**src/rtl/fib_pkg.sv**
```systemverilog
// fib_pkg: shared constants and types for the fib circuit.
// Holds the FSM state encoding, the datapath widths (the BCD converter also
// imports FIB_W from here), the overflow threshold and the saturation value.
package fib_pkg;

  // Result width: fib(23) = 28657 is the largest value that fits exactly.
  localparam int unsigned FIB_W       = 15;
  // Index width: indices 0..31.
  localparam int unsigned IDX_W       = 5;
  // First index whose Fibonacci value no longer fits in FIB_W bits.
  localparam int unsigned FIB_OVF_IDX = 24;
  // Saturated result reported for out-of-range indices.
  localparam logic [FIB_W-1:0] FIB_SAT = 15'h7FFF;

  // Engine states.
  typedef enum logic [1:0] {
    IDLE    = 2'b00,
    OP      = 2'b01,
    DONE    = 2'b10,
    HANDOFF = 2'b11
  } fib_state_t;

  // Result payload presented to the BCD converter.
  typedef struct packed {
    logic             ovf;
    logic [FIB_W-1:0] f;
  } fib_result_t;

endpackage

```
**src/rtl/fib_calc.sv**
```systemverilog
// fib_calc: iterative Fibonacci engine.
// Computes fib(i) as a 15-bit unsigned value (mod 2^15) with one adder and a
// down-counter, then hands it to the downstream BCD converter through a
// start/ready handshake.
//
// Optional feature macro: FIB_OVF_SAT_EN
//   defined   - indices >= 24 saturate f to 0x7FFF, set ovf, skip iterating.
//   undefined - no range check; result wraps mod 2^15 and ovf stays 0.
//
// Ports:
//   clk        in   system clock, rising edge
//   reset      in   asynchronous, active-low reset
//   start      in   computation request, sampled only in IDLE
//   i          in   Fibonacci index 0..31, captured with start
//   bcd_ready  in   downstream BCD converter ready
//   ready      out  high only in IDLE (decoded from state)
//   done_tick  out  one-cycle pulse while in DONE
//   f          out  result, held until the next accepted start
//   ovf        out  overflow flag, valid with f
//   bcd_start  out  start pulse to the BCD converter (HANDOFF and bcd_ready)
module fib_calc
  import fib_pkg::*;
(
  input  logic             clk,
  input  logic             reset,
  input  logic             start,
  input  logic [IDX_W-1:0] i,
  input  logic             bcd_ready,
  output logic             ready,
  output logic             done_tick,
  output logic [FIB_W-1:0] f,
  output logic             ovf,
  output logic             bcd_start
);

  fib_state_t       state;
  logic [FIB_W-1:0] t0;
  logic [FIB_W-1:0] t1;
  logic [IDX_W-1:0] n;
  fib_result_t      res;
  logic             done_q;

  // State, datapath and result registers.
  always_ff @(posedge clk or negedge reset) begin
    if (!reset) begin
      state  <= IDLE;
      t0     <= '0;
      t1     <= '0;
      n      <= '0;
      res    <= '0;
      done_q <= 1'b0;
    end else begin
      // done_q is asserted only on the edge that enters DONE.
      done_q <= 1'b0;
      case (state)
        IDLE: begin
          if (start) begin
`ifdef FIB_OVF_SAT_EN
            if (i >= IDX_W'(FIB_OVF_IDX)) begin
              res.f   <= FIB_SAT;
              res.ovf <= 1'b1;
              state   <= DONE;
              done_q  <= 1'b1;
            end else
`endif
            begin
              t0      <= '0;
              t1      <= FIB_W'(1);
              n       <= i;
              res.ovf <= 1'b0;
              state   <= OP;
            end
          end
        end

        OP: begin
          if (n == '0) begin
            res.f  <= '0;
            state  <= DONE;
            done_q <= 1'b1;
          end else if (n == IDX_W'(1)) begin
            res.f  <= t1;
            state  <= DONE;
            done_q <= 1'b1;
          end else begin
            // Carry out of bit 14 is discarded: results wrap mod 2^15.
            t1 <= t1 + t0;
            t0 <= t1;
            n  <= n - IDX_W'(1);
          end
        end

        DONE: begin
          state <= HANDOFF;
        end

        HANDOFF: begin
          // Leave on the same cycle bcd_start is presented.
          if (bcd_ready) begin
            state <= IDLE;
          end
        end

        default: begin
          state <= IDLE;
        end
      endcase
    end
  end

  assign ready     = (state == IDLE);
  assign bcd_start = (state == HANDOFF) && bcd_ready;
  assign done_tick = done_q;
  assign f         = res.f;
  assign ovf       = res.ovf;

endmodule

```
**config.mk**
```make
export PLATFORM = sky130hd
export DESIGN_NAME = fib_calc
export DESIGN_NICKNAME = d
export VERILOG_FILES = /design/src/rtl/fib_pkg.sv /design/src/rtl/fib_calc.sv
export SDC_FILE = /design/constraint.sdc
export NUM_CORES = 1
export LEC_CHECK = 0
export BUFFER_PORTS_ARGS = -buffer_cell sky130_fd_sc_hd__buf_2
export CAP_MARGIN = 20
export CORE_MARGIN = 8
export CORE_UTILIZATION = 45
export CTS_CLUSTER_SIZE = 8
export DETAILED_ROUTE_END_ITERATION = 8
export GPL_ROUTABILITY_DRIVEN = 0
export GPL_TIMING_DRIVEN = 1
export PLACE_DENSITY = 0.62
export SYNTH_ARGS = -nofsm -noshare
export SYNTH_HDL_FRONTEND = slang
export SYNTH_SLANG_ARGS = --single-unit
```
**constraint.sdc**
```tcl
create_clock -name clk -period 4.3 [get_ports clk]
set_input_delay 0.43 -clock clk [delete_from_list [all_inputs] [get_ports clk]]
set_output_delay 0.43 -clock clk [all_outputs]
set_load 0.05 [all_outputs]
```
==> summary.md <==
| Metric | Value |
|---|---|
| Worst-case vdd ir drop | 277 uV |
| Synthesized instance count | 303 |
| Setup Fix Bufs, Post-CTS | 0 |
| Pleak | 1.66 nW |
| Chip height | 97.1 um |
| Number of primary I/O pins | 28 |
| Post-layout min period | 2.68 ns |
| Destination of the worst register-to-register timing path | t1[5] |
| Tot GR Track Use | 13.8% |
| Required @ worst endpoint | 4.51 ns |
| Effective utilization at floorplan | 46.6% |
| Highest clock rate | 373 MHz |
| Status | finished, final reports clean |
| Crit path launch type | register |
| 1st-iter DRT viols | 112 |
| RSZ-0062 raised after global routing | no |
| Largest net degree at the start of global routing | 54 |
| Antenna-violating nets left | 0 |
| Number of core rows | 29 |
| Global-route wire length before repair | 11000 um |
| Worst setup margin | 1.62 ns |
| Commonest register cell after synthesis | dfrtp_1 |
| Ratio of final minimum period to clock period | 62.3% |
| Critical path's top delay family | compound AO/OA/AOI/OAI gates |
| Net total in the final layout | 356 |
| Area of the core | 6350 um2 |
| Classification of the worst setup path | register to register |
| Count of final setup violators | 0 |
| Total via count after detailed routing | 2242 |
| Crit. path cell count | 7 |
| Async set-or-reset flop fraction in the synthesized netlist | 100% |
| Worst slew margin | 55.7% |
| Synth cell types | 55 |
| Number of I/O port buffers | 26 |
| Area overhead of the layout relative to synthesis | 9.90% |
| Total Routed Length | 6310 um |
| Ratio of total power to cell area | 485 nW/um2 |
| Clock tree from TritonCTS | done |
| Insertion delay to the later sink of the worst-skew pair | 0.31 ns |
| Number of cells on the worst reg-to-reg path | 7 |
| CTS-repair resized insts | 0 |
| Synthesized netlist net count | 334 |
| Share of post-route cells with drive strength above 1 | 14.1% |
| Num Clock Sinks | 53 |
| CTS max path bufs | 2 |
| Pre-antenna DRT Iters | 4 |
| Most used cells in the layout excluding fill and tap cells | nand2_1 (53), dfrtp_1 (53), buf_2 (26), ha_1 (21), nand3_1 (20) |
| Combined area of all synthesized cells | 2960 um2 |
| Critical Path Max Stage Delay | 0.55 ns |
| Post-route DRC violation count | 0 |
| Number of enable-type register cells in the synthesized netlist | 0 |
| Count of final max-slew check failures | 0 |
| Cell Chain, Critical Path | inv_1, ha_1, nor2_1, a311oi_4, buf_4, nand2_1, o31ai_1 |
| Post-route non-filler standard cell count | 403 |
| Worst Hold Class | primary input to async pin |
| Max-Cap Viols | 0 |
| CTS Hold Bufs | 0 |
| Number of levels the H-tree was split into | 2 |
| Cell count after placement | 395 |
| Via density per instance | 5.56 |
| Final Skew | 0.0141 ns |
| Fin Hold WS | 0.234 ns |
| Cell at the root of the clock tree | clkbuf_8 |
| Critical path arrival | 2.89 ns |
| Count of endpoints failing hold in the final timing report | 0 |
| Fin Setup TNS | 0 ns |
| Number of synthesized register bits | 53 |
| Source of the worst register-to-register timing path | state[1] |
| Routed len/inst | 15.7 um |
| Synthesized area per cell | 9.76 um2 |
| Synth warn | 0 |
| ANT cells | 0 |
| Via count of the first global-routing pass | 2272 |
| Antenna violations before repair | 0 |
| Total grt overflow | 0 |
| Sequential element share of the synthesized area | 44.9% |
| Number of buffer and inverter stages on the critical path | 2 |
| Final HPWL from detailed placement | 4540 um |
| Slowest stage cell, crit path | ha_1 |
| Critical path capture point | t1[5] |
| Worst-case register-to-register setup slack | 1.62 ns |
| Util after Layout | 51.2% |
| Max Fanout on Critical Path | 19 |
| Total clock buffers created by CTS | 5 |
| Die X | 97.1 um |
| Worst setup startpoint | state[1] |
| Worst-margin pin slew | 0.665 ns |
| Full die area | 9420 um2 |
| Clock slew seen by the registers of the worst setup and hold paths | 0.10 ns |
| Capturing element type of the critical path | register |
| Worst slack at placement | 1.65 ns |
-- synthesized netlist by cell type, types with 3 or more instances --
master,count,area (um2)
a22o_1,15,131
nand4_1,4,25.0
nand2_1,53,199
inv_1,9,33.8
o21ai_1,6,30.0
a21oi_1,15,75.1
nor2_1,11,41.3
nor3_1,3,15.0
buf_2,7,35.0
a21o_1,6,45.0
clkbuf_1,5,18.8
dfrtp_1,53,1330
ha_1,21,263
nand3_1,20,100
xnor2_1,3,26.3
xor2_1,7,61.3
a211oi_1,4,30.0
o21ai_0,13,65.1
-- metal layers --
metal | wire, um | vias to the layer above | global-route usage [%] | share of wire, %
li1 | - | 1131 | - | -
met1 | 3120 | 1055 | 18.3 | 49
met2 | 2850 | 45 | 21.5 | 45
met3 | 238 | 11 | 2.92 | 3.8
met4 | 113 | 0 | 5.44 | 1.8
met5 | 0 | - | 0 | 0
-- worst min path at each step --
stage / endpoint / slack, ns / cells past startpoint
2_1_floorplan: done_tick / 0.13 / 0
3_3_place_gp: f[6] / 0.46 / 2
3_5_place_dp: f[6] / 0.47 / 2
4_1_cts: t0[13] / 0.26 / 2
5_1_grt: t0[13] / 0.30 / 2
6_report: t0[13] / 0.23 / 2
-- kinds of logic (layout without fill, tap and decap cells) --
| group | after synthesis | in the layout | share of synthesized area, % |
|---|---|---|---|
| buffers and inverters | 24 | 47 | 3.72 |
| muxes | 3 | 3 | 1.10 |
| adders and majority gates | 22 | 22 | 9.56 |
| and+or+nand+nor | 108 | 108 | 17.9 |
| AOI/OAI and AO/OA | 82 | 82 | 19.7 |
| DFF | 53 | 53 | 44.9 |
| xor gates and xnor gates | 10 | 10 | 2.96 |
| other | 1 | 1 | 0.127 |
-- metrics by stage --
| step | power [mW] | cell area [um2] |
|---|---|---|
| detailed placement | 1.25 | 3130 |
| global placement | 1.23 | 3130 |
| finish | 1.58 | 3250 |
| global route | 1.69 | 3250 |
| CTS | 1.60 | 3250 |
| floorplan | 1.12 | 2960 |
-- final cells by class --
class,count,area (um2)
fill,592,3100
multi-input combinational,226,1520
sequential,53,1330
timing repair buffer,29,153
tap,77,96.3
clock buffer,7,86.3
inverter,10,37.5
clock inverter,1,30.0
-- registers in the layout, indices dropped and copies added, names as in the netlist --
| signal | cells |
|---|---|
| done_tick | 1 |
| f | 15 |
| state | 2 |
| t1 | 15 |
| n | 5 |
| t0 | 15 |
-- worst reg2reg max path, delay by kind of cell, from the launching register on --
kind,cells,cell delay [ns]
AOI/OAI and AO/OA,2,0.72
adders and majority gates,1,0.55
and+or+nand+nor,2,0.48
DFF,1,0.43
buffers and inverters,2,0.41
-- power breakdown --
| part | total, mW | switching, mW | internal (mW) |
|---|---|---|---|
| Clock | 0.348 | 0.158 | 0.190 |
| Sequential | 0.615 | 0.0618 | 0.554 |
| Combinational | 0.614 | 0.414 | 0.201 |
| Total | 1.58 | 0.634 | 0.944 |
Power figures use the tool's default switching activity.
